--- config.mk ---
export PLATFORM = sky130hd
export DESIGN_NAME = frogger_collision_game_fsm
export DESIGN_NICKNAME = d
export VERILOG_FILES = /design/src/rtl/frogger_collision_game_fsm.sv
export SDC_FILE = /design/constraint.sdc
export NUM_CORES = 1
export LEC_CHECK = 0
export ABC_AREA = 1
export CAP_MARGIN = 0
export CORE_UTILIZATION = 52
export CTS_CLUSTER_SIZE = 25
export DETAILED_ROUTE_END_ITERATION = 16
export GPL_TIMING_DRIVEN = 0
export HOLD_SLACK_MARGIN = 0.08
export PLACE_DENSITY = 0.7
export SYNTH_ARGS = -nofsm -noshare
export SYNTH_HDL_FRONTEND = slang
export SYNTH_SLANG_ARGS = --single-unit
export TNS_END_PERCENT = 30
--- constraint.sdc ---
create_clock -name CLOCK_50 -period 5.35 [get_ports CLOCK_50]
set_clock_uncertainty 0.2 [all_clocks]
set_input_delay 0.8025 -clock CLOCK_50 [delete_from_list [all_inputs] [get_ports CLOCK_50]]
set_output_delay 0.8025 -clock CLOCK_50 [all_outputs]
set_load 0.05 [all_outputs]
--- src/rtl/frogger_collision_game_fsm.sv ---
// frogger_collision_game_fsm: qualifies comparator hits, tracks lives/levels and paces background shifts.
// Optional collision-immunity window after each hit is enabled by defining FROGGER_INVULN_EN.
module frogger_collision_game_fsm #(
  parameter int LIVES       = 3,
  parameter int LEVELS      = 4,
  parameter int BASE_PERIOD = 8000000,
  parameter int HIT_HOLD    = 25000000,
  parameter int QUAL_CYCLES = 2
`ifdef FROGGER_INVULN_EN
  , parameter int INVULN_CYCLES = 50000000
`endif
) (
  input  logic       CLOCK_50,
  input  logic       RESET_InLow,
  input  logic       start_In,
  input  logic       collision_In,
  input  logic       frogTop_In,
  output logic [2:0] level_Out,
  output logic [2:0] lives_Out,
  output logic       shiftTick_Out,
  output logic       frogReset_Out,
  output logic       bgLoad_Out,
  output logic       playing_Out,
  output logic       gameOver_Out,
  output logic       win_Out
`ifdef FROGGER_INVULN_EN
  , output logic     invuln_Out
`endif
);
  typedef enum logic [2:0] {IDLE, PLAY, HIT, LEVELUP, GAMEOVER, WIN} stateT;
  stateT state, nextState;
  logic [31:0] shiftCnt, holdCnt, shiftPeriod;
  logic [3:0] qualCnt, qualInc;
  logic colEff, qualHit, wrap, holdDone, startGame, stayPlay, enterPlay;
  assign shiftPeriod = 32'(BASE_PERIOD) >> level_Out;
  assign qualInc = (qualCnt == 4'hF) ? qualCnt : qualCnt + 4'd1;
  assign qualHit = (state == PLAY) && colEff && (qualInc >= 4'(QUAL_CYCLES));
  assign wrap = shiftCnt == shiftPeriod - 32'd1;
  assign holdDone = holdCnt == 32'(HIT_HOLD - 1);
  assign startGame = start_In && (state == IDLE || state == GAMEOVER || state == WIN);
  assign stayPlay = (state == PLAY) && (nextState == PLAY);
  assign enterPlay = (state != PLAY) && (nextState == PLAY);
`ifdef FROGGER_INVULN_EN
  logic [31:0] invCnt, invNext;
  // Window opens only on a return from HIT and drains one count per PLAY cycle.
  assign invNext = (state == HIT && nextState == PLAY) ? 32'(INVULN_CYCLES) :
                   (stayPlay && invCnt != 32'd0) ? invCnt - 32'd1 : 32'd0;
  assign colEff = collision_In && (invCnt == 32'd0);
  always_ff @(posedge CLOCK_50 or negedge RESET_InLow)
    if (!RESET_InLow) begin
      invCnt <= '0;
      invuln_Out <= 1'b0;
    end else begin
      invCnt <= invNext;
      invuln_Out <= invNext != 32'd0;
    end
`else
  assign colEff = collision_In;
`endif
  always_comb begin
    nextState = state;
    case (state)
      IDLE, GAMEOVER, WIN: nextState = start_In ? PLAY : state;
      PLAY:    nextState = qualHit ? HIT : frogTop_In ? LEVELUP : PLAY;
      HIT:     nextState = !holdDone ? HIT : (lives_Out == 3'd0) ? GAMEOVER : PLAY;
      LEVELUP: nextState = (level_Out == 3'(LEVELS - 1)) ? WIN : PLAY;
      default: nextState = IDLE;
    endcase
  end
  always_ff @(posedge CLOCK_50 or negedge RESET_InLow)
    if (!RESET_InLow) begin
      state <= IDLE;
      level_Out <= '0;
      lives_Out <= 3'(LIVES);
      shiftCnt <= '0;
      holdCnt <= '0;
      qualCnt <= '0;
      shiftTick_Out <= 1'b0;
      frogReset_Out <= 1'b0;
      bgLoad_Out <= 1'b0;
      playing_Out <= 1'b0;
      gameOver_Out <= 1'b0;
      win_Out <= 1'b0;
    end else begin
      state <= nextState;
      level_Out <= startGame ? 3'd0 : (state == LEVELUP && nextState == PLAY) ? level_Out + 3'd1 : level_Out;
      lives_Out <= startGame ? 3'(LIVES) : (qualHit && lives_Out != 3'd0) ? lives_Out - 3'd1 : lives_Out;
      shiftCnt <= (stayPlay && !wrap) ? shiftCnt + 32'd1 : 32'd0;
      holdCnt <= (state == HIT && nextState == HIT) ? holdCnt + 32'd1 : 32'd0;
      qualCnt <= (stayPlay && colEff) ? qualInc : 4'd0;
      shiftTick_Out <= stayPlay && wrap;
      frogReset_Out <= enterPlay;
      bgLoad_Out <= enterPlay && (state != HIT);
      playing_Out <= nextState == PLAY;
      gameOver_Out <= nextState == GAMEOVER;
      win_Out <= nextState == WIN;
    end
endmodule

==> flow_metrics.py, run 1 <==
metrics = {
    "place": {
        "dp_hpwl_um": 10300,
        "port_buffers": 16,
        "globalplace.congestion": 0.932,
    },
    "die": {
        "rows": 37,
        "die_area_mm2": 0.0114,
        "floorplan.die.width_um": 107,
        "die_h_um": 107,
        "num_io_pins": 17,
        "initial_utilization_pct": 54.5,
        "core_area_mm2": 0.0105,
    },
    "run": {
        "drv.max_cap_violation_count": 0,
    },
    "grt": {
        "grt.overflow.total": 0,
        "globalRouteMet1Util_pct": 32.0,
        "globalRoute.busiestLayer": "met2",
        "grt_pass1_vias": 5053,
        "grt_util_met3_pct": 3.89,
        "first_pass_grt_wire_length_um": 22700,
        "met2_usage_pct": 44.1,
        "antenna_found_initial": 0,
        "grt_max_degree": 48,
        "track_usage_pct": 25.3,
    },
    "yosys": {
        "postSynthAreaPerCell_um2": 7.08,
        "synth_cell_types": 36,
        "synthesized_instance_count": 806,
        "number_of_warning_messages_in_the_yosys_log": 0,
        "mappedNetlistArea_mm2": 0.00570,
        "part_of_the_yosys_area_used_for_sequential_elements_pct": 36.5,
        "synth-seq-cells": 83,
    },
    "sta": {
        "rsz_0062_raised_after_global_routing": "false",
        "max_freq_mhz": 295,
        "final-max-slew-violation-count": 0,
        "finalHoldWorstSlack_ps": 203,
        "report.final.setup_viol": 0,
        "min_period_ps": 3390,
        "finalHoldViolations": 0,
        "finalCritPeriodShare_pct": 63.4,
        "fin_tns_setup_ps": 0,
        "worst_pin_slew_ps": 714,
        "slew_headroom_pct": 52.2,
    },
    "critical_path": {
        "cp_data_arrival_time_ps": 3440,
        "worstSetupEndpointType": "register",
        "required_worst_endpoint_ps": 5400,
        "crit_path_max_fanout": 10,
        "setup.worst_path.class": "reg -> reg",
        "type_of_element_launching_the_critical_path": "register",
    },
    "status": {
        "status": "finished clean",
    },
    "route": {
        "avgViaCountPerCell": 5.26,
        "drc": 0,
        "antenna_violating_nets_post_route": 0,
        "detail_route.first_pass.iterations": 4,
        "dr.first_iter.drc_count": 304,
        "wl_per_cell_um": 13.4,
        "dr_total_vias": 5135,
        "wirelength_um": 13100,
    },
    "clock_network": {
        "hold_bufs_inserted_after_cts": 0,
        "h-tree-depth": 3,
        "cts_tree": "done",
        "total_clock_sinks": 83,
        "cts.repair.resized": 0,
        "clock_transition_time_at_the_flip_flop_clock_pins_of_the_worst_setup_and_hold_paths_ps": 80,
        "cts_max_path_buffers": 2,
        "worstSkewPairLatency_ps": 360,
        "cts-root-buf": "sky130_fd_sc_hd__clkbuf_8",
        "post_cts_buffers": 0,
        "cts-buffers-inserted": 9,
    },
    "power_and_ir_drop": {
        "p_leak_nw": 2.93,
        "max-vdd-ir-drop_v": 0.000289,
        "cellPowerDensity_mw_per_mm2": 393,
        "report.power.total_w": 0.00246,
    },
    "min_path": {
        "hold_path.class": "in -> async",
    },
    "finish": {
        "mostFrequentLayoutCells": "sky130_fd_sc_hd__nand2_1 (191), sky130_fd_sc_hd__nor2_1 (149), sky130_fd_sc_hd__inv_1 (109), sky130_fd_sc_hd__dfrtp_1 (81), sky130_fd_sc_hd__nand3_1 (53)",
        "final_net_count": 857,
        "layout.cells.most_common": "sky130_fd_sc_hd__nand2_1",
        "layout-area-overhead-vs-synth_pct": 9.41,
        "n_antenna_cell": 0,
        "final_layout_size_suffix_gt1_share_pct": 7.25,
        "filler_cell_count": 984,
        "final_core_util_pct": 59.7,
    },
}
area by class of cell:
| cell class | instances | area [um^2] | share of cell area (%) |
|---|---|---|---|
| buffer | 8 | 76.3 | 1.22 |
| clock buffer | 13 | 149 | 2.39 |
| clock inverter | 3 | 25.0 | 0.401 |
| inverter | 112 | 420 | 6.74 |
| multi-input combinational | 605 | 3140 | 50.2 |
| sequential | 83 | 2080 | 33.3 |
| tap | 136 | 170 | 2.73 |
| timing repair buffer | 17 | 185 | 2.97 |
synth_stat cells:
| master | instances | share of area [%] |
|---|---|---|
| sky130_fd_sc_hd__nand3_2 | 1 | 0.18 |
| sky130_fd_sc_hd__nand2_2 | 6 | 0.66 |
| sky130_fd_sc_hd__o21bai_1 | 1 | 0.13 |
| sky130_fd_sc_hd__nor4_1 | 6 | 0.66 |
| sky130_fd_sc_hd__conb_1 | 1 | 0.066 |
| sky130_fd_sc_hd__o2111a_1 | 1 | 0.20 |
| sky130_fd_sc_hd__o21ai_2 | 1 | 0.15 |
| sky130_fd_sc_hd__inv_2 | 2 | 0.13 |
| sky130_fd_sc_hd__clkinv_1 | 1 | 0.066 |
| sky130_fd_sc_hd__nor2_1 | 149 | 9.8 |
| sky130_fd_sc_hd__dfrtp_1 | 81 | 36 |
| sky130_fd_sc_hd__a211oi_1 | 1 | 0.13 |
| sky130_fd_sc_hd__dfstp_2 | 2 | 0.92 |
| sky130_fd_sc_hd__nor2_4 | 4 | 0.79 |
| sky130_fd_sc_hd__clkbuf_1 | 3 | 0.20 |
| sky130_fd_sc_hd__buf_6 | 4 | 0.79 |
| sky130_fd_sc_hd__a21oi_1 | 5 | 0.44 |
| sky130_fd_sc_hd__buf_12 | 1 | 0.35 |
| sky130_fd_sc_hd__nor3_1 | 29 | 2.5 |
| sky130_fd_sc_hd__nor2_2 | 16 | 1.8 |
| sky130_fd_sc_hd__o21ai_1 | 3 | 0.26 |
| sky130_fd_sc_hd__nand2_1 | 191 | 13 |
| sky130_fd_sc_hd__nand4_1 | 29 | 3.2 |
| sky130_fd_sc_hd__nand2_4 | 3 | 0.59 |
| sky130_fd_sc_hd__inv_1 | 109 | 7.2 |
| sky130_fd_sc_hd__or2_2 | 2 | 0.22 |
| sky130_fd_sc_hd__o21ai_0 | 17 | 1.5 |
| sky130_fd_sc_hd__o31ai_1 | 1 | 0.13 |
| sky130_fd_sc_hd__xnor2_1 | 12 | 1.8 |
| sky130_fd_sc_hd__o21bai_4 | 1 | 0.33 |
| sky130_fd_sc_hd__nand3_1 | 53 | 4.7 |
| sky130_fd_sc_hd__ha_1 | 16 | 3.5 |
| sky130_fd_sc_hd__xor2_1 | 45 | 6.9 |
| sky130_fd_sc_hd__nor3b_1 | 2 | 0.26 |
| sky130_fd_sc_hd__nand3b_1 | 4 | 0.53 |
| sky130_fd_sc_hd__xor2_2 | 3 | 0.86 |
registers in the layout, summed over array words and instances (netlist names):
| signal | cells |
|---|---|
| level_Out | 3 |
| shiftCnt | 32 |
| lives_Out | 3 |
| bgLoad_Out | 1 |
| state | 3 |
| shiftTick_Out | 1 |
| qualCnt | 4 |
| playing_Out | 1 |
| gameOver_Out | 1 |
| win_Out | 1 |
| holdCnt | 32 |
| frogReset_Out | 1 |
logic make-up (layout without fill, tap and decap cells):
group / after synthesis / in the layout / share of synthesized area, %
compound gates: 31 / 31 / 3.27
xor+xnor: 60 / 60 / 9.61
fa+ha+maj: 16 / 16 / 3.51
buf+inv: 120 / 153 / 8.71
flops: 83 / 83 / 36.5
other cells: 1 / 3 / 0.0657
simple gates: 495 / 495 / 38.4
where the power goes:
part	internal (W)	switching, W	leakage (nW)
Combinational	0.000420	0.000889	1.71
Clock	0.000184	0.000223	0.0838
Sequential	0.000682	0.0000584	1.14
routing by layer:
layer  share of wire (%)  vias up
li1                    -     2587
met1                  45     2425
met2                  49      107
met3                 3.5       16
met4                 1.9        0
met5                   0        -
critical path, stage by stage (launching register included):
cell	delay, ps
sky130_fd_sc_hd__dfrtp_1	590
sky130_fd_sc_hd__ha_1	340
sky130_fd_sc_hd__ha_1	250
sky130_fd_sc_hd__inv_1	90
sky130_fd_sc_hd__ha_1	230
sky130_fd_sc_hd__inv_1	60
sky130_fd_sc_hd__nor2_1	40
sky130_fd_sc_hd__nor2_1	100
sky130_fd_sc_hd__nand2_1	60
sky130_fd_sc_hd__nand2_1	60
sky130_fd_sc_hd__nand3_1	80
sky130_fd_sc_hd__nor3_1	370
sky130_fd_sc_hd__nand3_1	220
sky130_fd_sc_hd__o21bai_4	320
sky130_fd_sc_hd__buf_6	220
sky130_fd_sc_hd__nor2_2	40
worst paths after layout:
path / start / end / slack (ps) / depth (start not counted)
setup / recovery: level_Out[0] / shiftCnt[8] / 1960 / 15
hold / removal: RESET_InLow / holdCnt[14] / 200 / 1
setup reg to reg: level_Out[0] / shiftCnt[8] / 1960 / 15
hold reg to reg: shiftCnt[0] / shiftCnt[0] / 270 / 1
max in group asynchronous: RESET_InLow / lives_Out[0] / 4110 / 2
min in group CLOCK_50: shiftCnt[0] / shiftCnt[0] / 270 / 1
through the flow:
stage | instance area, um^2 | setup slack (ps) | std cells
finish | 6240 | 1960 | 977
floorplan | 5710 | 2350 | 808
detailed placement | 6070 | 2020 | 961
global placement | 6040 | 369 | 960
global route | 6240 | 1780 | 977
CTS | 6240 | 2000 | 977
Note: power is estimated with default switching activity, not from simulation.
==> run 2, diff against run 1 <==
==> constraint.sdc (replaced) <==
create_clock -name CLOCK_50 -period 3.3 [get_ports CLOCK_50]
set_clock_uncertainty 0.2 [all_clocks]
set_input_delay 0.495 -clock CLOCK_50 [delete_from_list [all_inputs] [get_ports CLOCK_50]]
set_output_delay 0.495 -clock CLOCK_50 [all_outputs]
set_load 0.05 [all_outputs]
==> flow_metrics.py, run 2 (synthesis gave the netlist of run 1 again) <==
metrics = {
    "finish": {
        "layout-area-overhead-vs-synth_pct": 9.80,
        "fin_area_mm2": 0.00626,
        "multi_input_area_mm2": 0.00315,
        "top_regs": "holdCnt: 32 flops, shiftCnt: 32 flops, qualCnt: 4 flops",
        "filler_cell_count": 981,
        "stdcell_count": 978,
        "final_net_count": 858,
        "final_layout_size_suffix_gt1_share_pct": 7.84,
        "register_area_mm2": 0.00208,
        "n_antenna_cell": 0,
        "layout.cells.most_common": "sky130_fd_sc_hd__nand2_1",
        "mostFrequentLayoutCells": "sky130_fd_sc_hd__nand2_1 (190), sky130_fd_sc_hd__nor2_1 (149), sky130_fd_sc_hd__inv_1 (109), sky130_fd_sc_hd__dfrtp_1 (79), sky130_fd_sc_hd__nand3_1 (53)",
    },
    "place": {
        "place_area_mm2": 0.00607,
        "port_buffers": 16,
        "dp_hpwl_um": 10300,
        "dp_cells": 961,
        "globalplace.congestion": 0.932,
    },
    "sta": {
        "min_period_ps": 3100,
        "slew_headroom_pct": 48.6,
        "finalCritPeriodShare_pct": 94.0,
        "finalHoldViolations": 0,
        "final-max-slew-violation-count": 0,
        "report.final.setup_viol": 0,
        "rsz_0062_raised_after_global_routing": "false",
        "worst_pin_slew_ps": 768,
        "max_freq_mhz": 322,
    },
    "power_and_ir_drop": {
        "p_leak_nw": 2.93,
        "power_frac_seq_pct": 30.2,
        "power.switching_fraction_pct": 47.6,
        "power_report.internal_total_w": 0.00209,
        "net-switching-power_w": 0.00190,
        "clock_power_share_pct": 16.5,
        "combinational_power_share_pct": 53.3,
        "max-vdd-ir-drop_v": 0.000473,
        "cellPowerDensity_mw_per_mm2": 637,
    },
    "route": {
        "drc": 0,
        "wirelength_um": 13100,
        "wl_per_cell_um": 13.4,
        "dr_total_vias": 5098,
        "detail_route.first_pass.iterations": 5,
        "antenna_violating_nets_post_route": 0,
        "avgViaCountPerCell": 5.21,
        "dr.first_iter.drc_count": 262,
    },
    "grt": {
        "met2_usage_pct": 44.1,
        "grt.overflow.total": 0,
        "globalRoute.busiestLayer": "met2",
        "track_usage_pct": 25.3,
        "grt_util_met3_pct": 3.89,
        "grt_pass1_vias": 5059,
        "first_pass_grt_wire_length_um": 22800,
        "antenna_found_initial": 0,
        "globalRouteMet1Util_pct": 32.0,
        "grt_max_degree": 48,
    },
    "critical_path": {
        "worst_path_largest_cell_delay_ps": 500,
        "type_of_element_launching_the_critical_path": "register",
        "critical-path-slowest-cell": "sky130_fd_sc_hd__dfrtp_2",
        "worst_r2r_path_depth": 15,
        "rr_endpoint": "shiftCnt[8]",
        "worstSetupEndpointType": "register",
        "crit_path_cell_trace": "ha_2, ha_1, inv_1, ha_1, inv_1, nor2_1, nor2_1, nand2_1, nand2_1, nand3_1, nor3_2, nand3_1, o21bai_4, buf_6, nor2_2",
        "cp_data_arrival_time_ps": 3160,
        "crit_path_max_fanout": 10,
        "reg2reg_setup_slack_ps": 200,
        "required_worst_endpoint_ps": 3350,
        "worst_reg2reg_path_startpoint": "level_Out[0]",
        "setup.worst_path.class": "reg -> reg",
    },
    "clock_network": {
        "total_clock_sinks": 83,
        "cts_tree": "done",
        "cts-root-buf": "sky130_fd_sc_hd__clkbuf_8",
        "h-tree-depth": 3,
        "cts_max_path_buffers": 2,
        "worstSkewPairLatency_ps": 360,
        "clock_transition_time_at_the_flip_flop_clock_pins_of_the_worst_setup_and_hold_paths_ps": 80,
        "post_cts_buffers": 0,
        "cts-buffers-inserted": 9,
    },
    "die": {
        "core_area_mm2": 0.0105,
        "die_h_um": 107,
        "rows": 37,
        "die_area_mm2": 0.0114,
        "floorplan.die.width_um": 107,
        "num_io_pins": 17,
        "initial_utilization_pct": 54.5,
    },
    "min_path": {
        "min_delay_worst_endpoint": "shiftCnt[0]",
        "worstHoldStart": "shiftCnt[0]",
        "timing.hold.worst_path_depth": 1,
        "hold_path.class": "reg -> reg",
    },
    "status": {
        "status": "finished clean",
    },
    "run": {
        "drv.max_cap_violation_count": 0,
    },
}
-- run 2: changes by cell type in the layout (fill, tap and decap cells not counted) --
cell                            previous run  this run
sky130_fd_sc_hd__dfrtp_1                  81        79
sky130_fd_sc_hd__dfrtp_2                   0         2
sky130_fd_sc_hd__dlygate4sd3_1             0         1
sky130_fd_sc_hd__ha_1                     16        15
sky130_fd_sc_hd__ha_2                      0         1
sky130_fd_sc_hd__nand2_1                 191       190
sky130_fd_sc_hd__nand2_2                   6         7
sky130_fd_sc_hd__nor3_1                   29        28
sky130_fd_sc_hd__nor3_2                    0         1
-- run 2: cell type report --
cell class,instances,area share [%]
multi-input cells,605,50.2
flip-flops and latches,83,33.2
inverters,112,6.71
repair buffers,18,3.12
well taps,136,2.72
clock buffers,13,2.38
plain buffers,8,1.22
clock inverters,3,0.400
-- run 2: per-stage QoR --
step	utilization, %	power [W]	setup slack, ps	hold WS [ps]	TNS [ps]
6_report	59.9	0.00399	198	266	0
3_5_place_dp	58.0	0.00334	-30.6	262	-219
2_1_floorplan	-	0.00282	298	-0.591	0
4_1_cts	59.8	0.00401	68.7	273	0
3_3_place_gp	57.7	0.00329	-1370	247	-111680
5_1_grt	59.9	0.00433	12.4	297	0
-- run 2: worst max-delay path by stage --
stage | start | end | slack (ps) | depth (start not counted)
after global placement | RESET_InLow | shiftTick_Out | -1370 | 1
after floorplan | level_Out[0] | shiftCnt[6] | 300 | 15
final | level_Out[0] | shiftCnt[8] | 200 | 15
after detailed placement | level_Out[0] | shiftCnt[9] | -30 | 15
after CTS | level_Out[0] | shiftCnt[8] | 70 | 15
after global routing | level_Out[0] | shiftCnt[10] | 10 | 16
-- run 2: layer usage --
layer / vias to the layer above / share of wire [%] / wire length [um]
met5: - / 0 / 0
met3: 21 / 3.4 / 444
li1: 2588 / - / -
met2: 94 / 49 / 6360
met1: 2395 / 46 / 5950
met4: 0 / 2.3 / 306
-- run 2: power by group through the flow --
| stage | combinational, W | sequential, W | clock, W |
|---|---|---|---|
| floorplan | 0.00146 | 0.00136 | 0 |
| global placement | 0.00207 | 0.00121 | 0 |
| detailed placement | 0.00212 | 0.00122 | 0 |
| CTS | 0.00213 | 0.00120 | 0.000683 |
| global route | 0.00239 | 0.00122 | 0.000721 |
| finish | 0.00213 | 0.00120 | 0.000659 |
-- run 2: repair_timing --
item / in CTS / in global routing
pin swaps: 0 / 1
setup endpoints to repair: 30 / 30
gates resized for setup: 2 / 3
hold buffers: 1 / 0
hold endpoints to repair: 36 / 0
-- run 2: critical path: cells and delay by family (launching register included) --
family,cells,cell delay (ps)
flops,1,500
fa+ha+maj,3,750
simple gates,8,880
buf+inv,3,360
compound gates,1,280
==> run 3, diff against run 2 <==
--- a/config.mk
+++ b/config.mk
@@ -7,12 +7,14 @@
 export LEC_CHECK = 0
 export ABC_AREA = 1
 export CAP_MARGIN = 0
+export CORE_MARGIN = 1
 export CORE_UTILIZATION = 52
 export CTS_CLUSTER_SIZE = 25
 export DETAILED_ROUTE_END_ITERATION = 16
 export GPL_TIMING_DRIVEN = 0
 export HOLD_SLACK_MARGIN = 0.08
 export PLACE_DENSITY = 0.7
+export SKIP_LAST_GASP = 1
 export SYNTH_ARGS = -nofsm -noshare
 export SYNTH_HDL_FRONTEND = slang
 export SYNTH_SLANG_ARGS = --single-unit
==> results of run 3 <==
Final layout, timing and power as in run 2 (identical DEF).
